File: src/rtl/conv_result_streamer.sv
// Captures a packed convolution result matrix and streams its elements out
// row-major over a valid/ready handshake, with row/column tags, flags and a checksum.
module conv_result_streamer #(
    parameter int ELEM_W  = 16,
    parameter int MAX_DIM = 5
) (
    input  logic                                clk,
    input  logic                                reset,
    input  logic                                start,
    input  logic                                res_valid,
    input  logic [2:0]                          res_m,
    input  logic [2:0]                          res_n,
    input  logic [ELEM_W*MAX_DIM*MAX_DIM-1:0]   res_data,
    output logic                                busy,
    output logic                                out_valid,
    input  logic                                out_ready,
    output logic [ELEM_W-1:0]                   out_data,
    output logic [2:0]                          out_row,
    output logic [2:0]                          out_col,
    output logic                                out_last_col,
    output logic                                out_last,
    output logic [4:0]                          elem_cnt,
    output logic [20:0]                         checksum,
    output logic                                done,
    output logic                                dim_error
);

    localparam int DATA_W = ELEM_W * MAX_DIM * MAX_DIM;

    typedef enum logic [1:0] {
        IDLE,
        SEND,
        DONE
    } state_t;

    state_t              state_q, state_d;
    logic [DATA_W-1:0]   data_q, data_d;
    logic [2:0]          m_q, m_d;
    logic [2:0]          n_q, n_d;
    logic [2:0]          row_q, row_d;
    logic [2:0]          col_q, col_d;
    logic [4:0]          elem_cnt_q, elem_cnt_d;
    logic [20:0]         checksum_q, checksum_d;
    logic                dim_error_q, dim_error_d;

    logic [8:0]          elem_idx;
    logic [ELEM_W-1:0]   cur_elem;
    logic                in_send;
    logic                is_last_col;
    logic                is_last;
    logic                start_ok;

    always_comb begin
        elem_idx    = 9'(row_q) * 9'(MAX_DIM) + 9'(col_q);
        cur_elem    = data_q[elem_idx*ELEM_W +: ELEM_W];
        in_send     = (state_q == SEND);
        is_last_col = ((col_q + 3'd1) == n_q);
        is_last     = is_last_col && ((row_q + 3'd1) == m_q);
        start_ok    = res_valid && (res_m != 3'd0) && (res_n != 3'd0)
                      && (res_m <= 3'(MAX_DIM)) && (res_n <= 3'(MAX_DIM));

        state_d     = state_q;
        data_d      = data_q;
        m_d         = m_q;
        n_d         = n_q;
        row_d       = row_q;
        col_d       = col_q;
        elem_cnt_d  = elem_cnt_q;
        checksum_d  = checksum_q;
        dim_error_d = dim_error_q;

        case (state_q)
            IDLE: begin
                if (start) begin
                    if (start_ok) begin
                        data_d      = res_data;
                        m_d         = res_m;
                        n_d         = res_n;
                        row_d       = 3'd0;
                        col_d       = 3'd0;
                        elem_cnt_d  = 5'd0;
                        checksum_d  = 21'd0;
                        dim_error_d = 1'b0;
                        state_d     = SEND;
                    end else begin
                        dim_error_d = 1'b1;
                    end
                end
            end
            SEND: begin
                if (out_ready) begin
                    elem_cnt_d = elem_cnt_q + 5'd1;
                    checksum_d = checksum_q + 21'(cur_elem);
                    if (is_last_col) begin
                        col_d = 3'd0;
                        row_d = row_q + 3'd1;
                    end else begin
                        col_d = col_q + 3'd1;
                    end
                    // Park the cursor at the origin so nothing stale leaks out later.
                    if (is_last) begin
                        row_d   = 3'd0;
                        state_d = DONE;
                    end
                end
            end
            DONE:    state_d = IDLE;
            default: state_d = IDLE;
        endcase
    end

    always_ff @(posedge clk or posedge reset) begin
        if (reset) begin
            state_q     <= IDLE;
            data_q      <= '0;
            m_q         <= 3'd0;
            n_q         <= 3'd0;
            row_q       <= 3'd0;
            col_q       <= 3'd0;
            elem_cnt_q  <= 5'd0;
            checksum_q  <= 21'd0;
            dim_error_q <= 1'b0;
        end else begin
            state_q     <= state_d;
            data_q      <= data_d;
            m_q         <= m_d;
            n_q         <= n_d;
            row_q       <= row_d;
            col_q       <= col_d;
            elem_cnt_q  <= elem_cnt_d;
            checksum_q  <= checksum_d;
            dim_error_q <= dim_error_d;
        end
    end

    // Element outputs are forced to zero outside SEND.
    assign out_valid    = in_send;
    assign out_data     = in_send ? cur_elem : '0;
    assign out_row      = in_send ? row_q : 3'd0;
    assign out_col      = in_send ? col_q : 3'd0;
    assign out_last_col = in_send && is_last_col;
    assign out_last     = in_send && is_last;
    assign busy         = (state_q != IDLE);
    assign done         = (state_q == DONE);
    assign elem_cnt     = elem_cnt_q;
    assign checksum     = checksum_q;
    assign dim_error    = dim_error_q;

endmodule

File: config.mk
export PLATFORM = sky130hd
export DESIGN_NAME = conv_result_streamer
export DESIGN_NICKNAME = d
export VERILOG_FILES = /design/src/rtl/conv_result_streamer.sv
export SDC_FILE = /design/constraint.sdc
export NUM_CORES = 1
export LEC_CHECK = 0
export ABC_AREA = 1
export CORE_ASPECT_RATIO = 0.6
export CORE_MARGIN = 2
export CORE_UTILIZATION = 50
export CTS_BUF_LIST = sky130_fd_sc_hd__clkbuf_8
export DETAILED_ROUTE_END_ITERATION = 8
export GPL_TIMING_DRIVEN = 0
export PLACE_DENSITY = 0.77
export RECOVER_POWER = 25
export SYNTH_ARGS = -nofsm -noshare
export SYNTH_HDL_FRONTEND = slang
export SYNTH_SLANG_ARGS = --single-unit
File: constraint.sdc
create_clock -name clk -period 38.6 [get_ports clk]
set_input_delay 5.79 -clock clk [delete_from_list [all_inputs] [get_ports clk]]
set_output_delay 5.79 -clock clk [all_outputs]
set_load 0.02 [all_outputs]
==> results.json <==
{
  "cp-startpoint": "reset",
  "num_rows": 59,
  "antenna_left": 0,
  "r2r-end": "checksum[16]",
  "final_cell_area_um2": 28900,
  "finalWirelength_um": 98900,
  "relSlewSlack": -2.92,
  "seqCellArea_um2": 11000,
  "grt_pass1_vias": 23100,
  "place_congestion": 1.02,
  "crit_path_end": "data_q[3]",
  "final_max_slew_viol_count": 247,
  "postCtsResizedCells": 0,
  "crit_type": "input pin to asynchronous set/reset pin",
  "critPathBufInv": 3,
  "timing.final.crit_share": 0.331,
  "r2r-start": "row_q[0]",
  "violations": "max-capacitance violations, max-slew violations",
  "met2_length_um": 39700,
  "first_pass_iters": 6,
  "worst_pin_slew_ns": 5.88,
  "crit_arrival_ns": 12.10,
  "die_w_um": 275,
  "crit_slowest_cell": "clkbuf_1",
  "max_freq_mhz": 78.2,
  "crit_required_ns": 37.91,
  "clock-sinks": 441,
  "slowest_delay_ns": 4.22,
  "antenna_found_initial": 7,
  "placed_cells": 4023,
  "layout_commonest_cell": "nand2_1",
  "instances_no_fill": 4152,
  "cts_tree": "built",
  "clockBufferDepth": 3,
  "vias": 24200,
  "wirelength_met1_um": 39900,
  "vias_per_cell": 5.83,
  "nFillCells": 3665,
  "syn_area_per_cell_um2": 7.42,
  "hold_viol_final": 0,
  "wl_met3_um": 14800,
  "nets": 3947,
  "drive_gt1_frac": 0.0583,
  "port_buffers": 464,
  "root_buffer": "clkbuf_8",
  "routedWlPerCell_um": 23.8,
  "numCtsBuffers": 68,
  "maxCapViolCount": 3,
  "clk_pin_slew_ns": 0.06,
  "rsz0062_at_grt": "false",
  "critPathTopFamily": "buffers and inverters",
  "area.growth.synth_to_final_pct": 30.7,
  "die_h_um": 167,
  "synth-seq-cells": 441,
  "grt_use_total": 0.427,
  "initial_core_util": 0.508,
  "topRoutingLayerUsed": "met4",
  "cts_hold_buf": 0,
  "path_max_fanout": 102,
  "setup_viol": 0,
  "outcome": "finished, violations left",
  "coreArea_um2": 43400,
  "startpoint_type": "input pin",
  "drc": 0,
  "netlist_area_um2": 22100,
  "placed_area_um2": 27600,
  "dp_hpwl_um": 77200,
  "rrSetupSlack_ns": 32.07,
  "cp-end-kind": "asynchronous set/reset pin",
  "min_path_cells": 2,
  "final_cell_mix": "nand2_1 (1449), clkdlybuf4s50_1 (462), dfrtp_1 (441)",
  "drt_first_iter_violations": 3788,
  "min_period_ns": 12.79,
  "cp_cell_sequence": "dlygate4sd3_1 > clkinvlp_2 > clkbuf_1",
  "post-cts-setup-buffer-count": 0,
  "fin_skew_ns": 0.0267,
  "grt_pass1_wl_um": 143000,
  "ys_seq_area_frac": 0.500,
  "dieArea_um2": 45900,
  "clkLatencyLatePin_ns": 0.64,
  "yosysUniqueCellTypes": 45,
  "hold_class": "flop to flop",
  "grt_max_degree": 104,
  "multiInputGateArea_um2": 9760,
  "io-pin-count": 465,
  "yosysWarnings": 0,
  "path_depth": 3,
  "synthCells": 2976,
  "tns_ns": 0,
  "syn-num-nets": 3409,
  "overflow": 0,
  "rr_worst_depth": 24,
  "htreeDepth": 3
}
-- worst min-delay path, stage by stage (launching register included) --
cell and delay (ns):
dfrtp_1 0.34, nand2_1 0.05, nand2_1 0.04
-- layer usage --
layer / global-route usage / vias up
met2: 0.579 / 1857
li1: - / 10500
met1: 0.614 / 11600
met3: 0.154 / 286
met4: 0.179 / 0
met5: 0 / -
-- synthesized netlist by cell type, drive strengths merged --
master	count	share of area
a21o	1	0.00034
a21oi	53	0.013
a221oi	17	0.0067
a22o	1	0.00040
a31oi	1	0.00028
a32o	1	0.00045
and2	1	0.00040
buf	48	0.013
clkbuf	124	0.021
clkinv	1	0.00017
dfrtp	441	0.50
fa	2	0.0018
ha	20	0.011
inv	138	0.023
mux2i	8	0.0036
nand2	1476	0.25
nand3	137	0.034
nand3b	2	0.00068
nand4	26	0.0077
nor2	207	0.037
nor3	12	0.0027
nor4	4	0.0011
o211ai	2	0.00068
o21ai	200	0.045
o221ai	29	0.012
o22ai	11	0.0031
o311ai	1	0.00040
or2	2	0.00057
or3	1	0.00028
xnor2	5	0.0020
xor2	4	0.0024
-- cell families after synthesis --
kind of cell | count (synthesis) | share of synthesized area
xor+xnor | 9 | 0.00442
flops | 441 | 0.500
mux | 8 | 0.00363
simple gates | 1868 | 0.339
compound gates | 317 | 0.0818
fa+ha+maj | 22 | 0.0132
buf+inv | 311 | 0.0577
-- worst min-delay path by stage --
stage | slack, ns | from | endpoint
finish | 0.47 | data_q[141] | data_q[141]
CTS | 0.47 | data_q[141] | data_q[141]
detailed placement | 0.45 | data_q[141] | data_q[141]
floorplan | 0.43 | data_q[39] | data_q[39]
global route | 0.48 | data_q[93] | data_q[93]
global placement | 0.45 | data_q[352] | data_q[352]
-- registers in the layout, summed over array words and instances (netlist names) --
register,flops
n_q,3
state_q,2
col_q,3
m_q,3
data_q,400
elem_cnt,5
dim_error,1
checksum,21
row_q,3
-- metrics by stage --
step           setup slack [ns]   util  hold WS (ns)
6_report                  25.82  0.665         0.467
4_1_cts                   26.91  0.666         0.470
5_1_grt                   24.56  0.665         0.480
3_3_place_gp              15.48  0.632         0.448
2_1_floorplan             20.52      -         0.434
3_5_place_dp              27.63  0.635         0.454
-- cell type report --
class | count | area share
multi-input combinational | 2224 | 0.338
tap | 579 | 0.0251
sequential | 441 | 0.382
clock buffer | 85 | 0.0405
antenna | 7 | 0.000607
buffer | 172 | 0.0260
timing repair buffer | 468 | 0.163
clock inverter | 37 | 0.00568
inverter | 139 | 0.0181
Power is left out: the tool's default activity adds up to more than one toggle a clock period on the data nets, which glitch-free logic cannot reach.
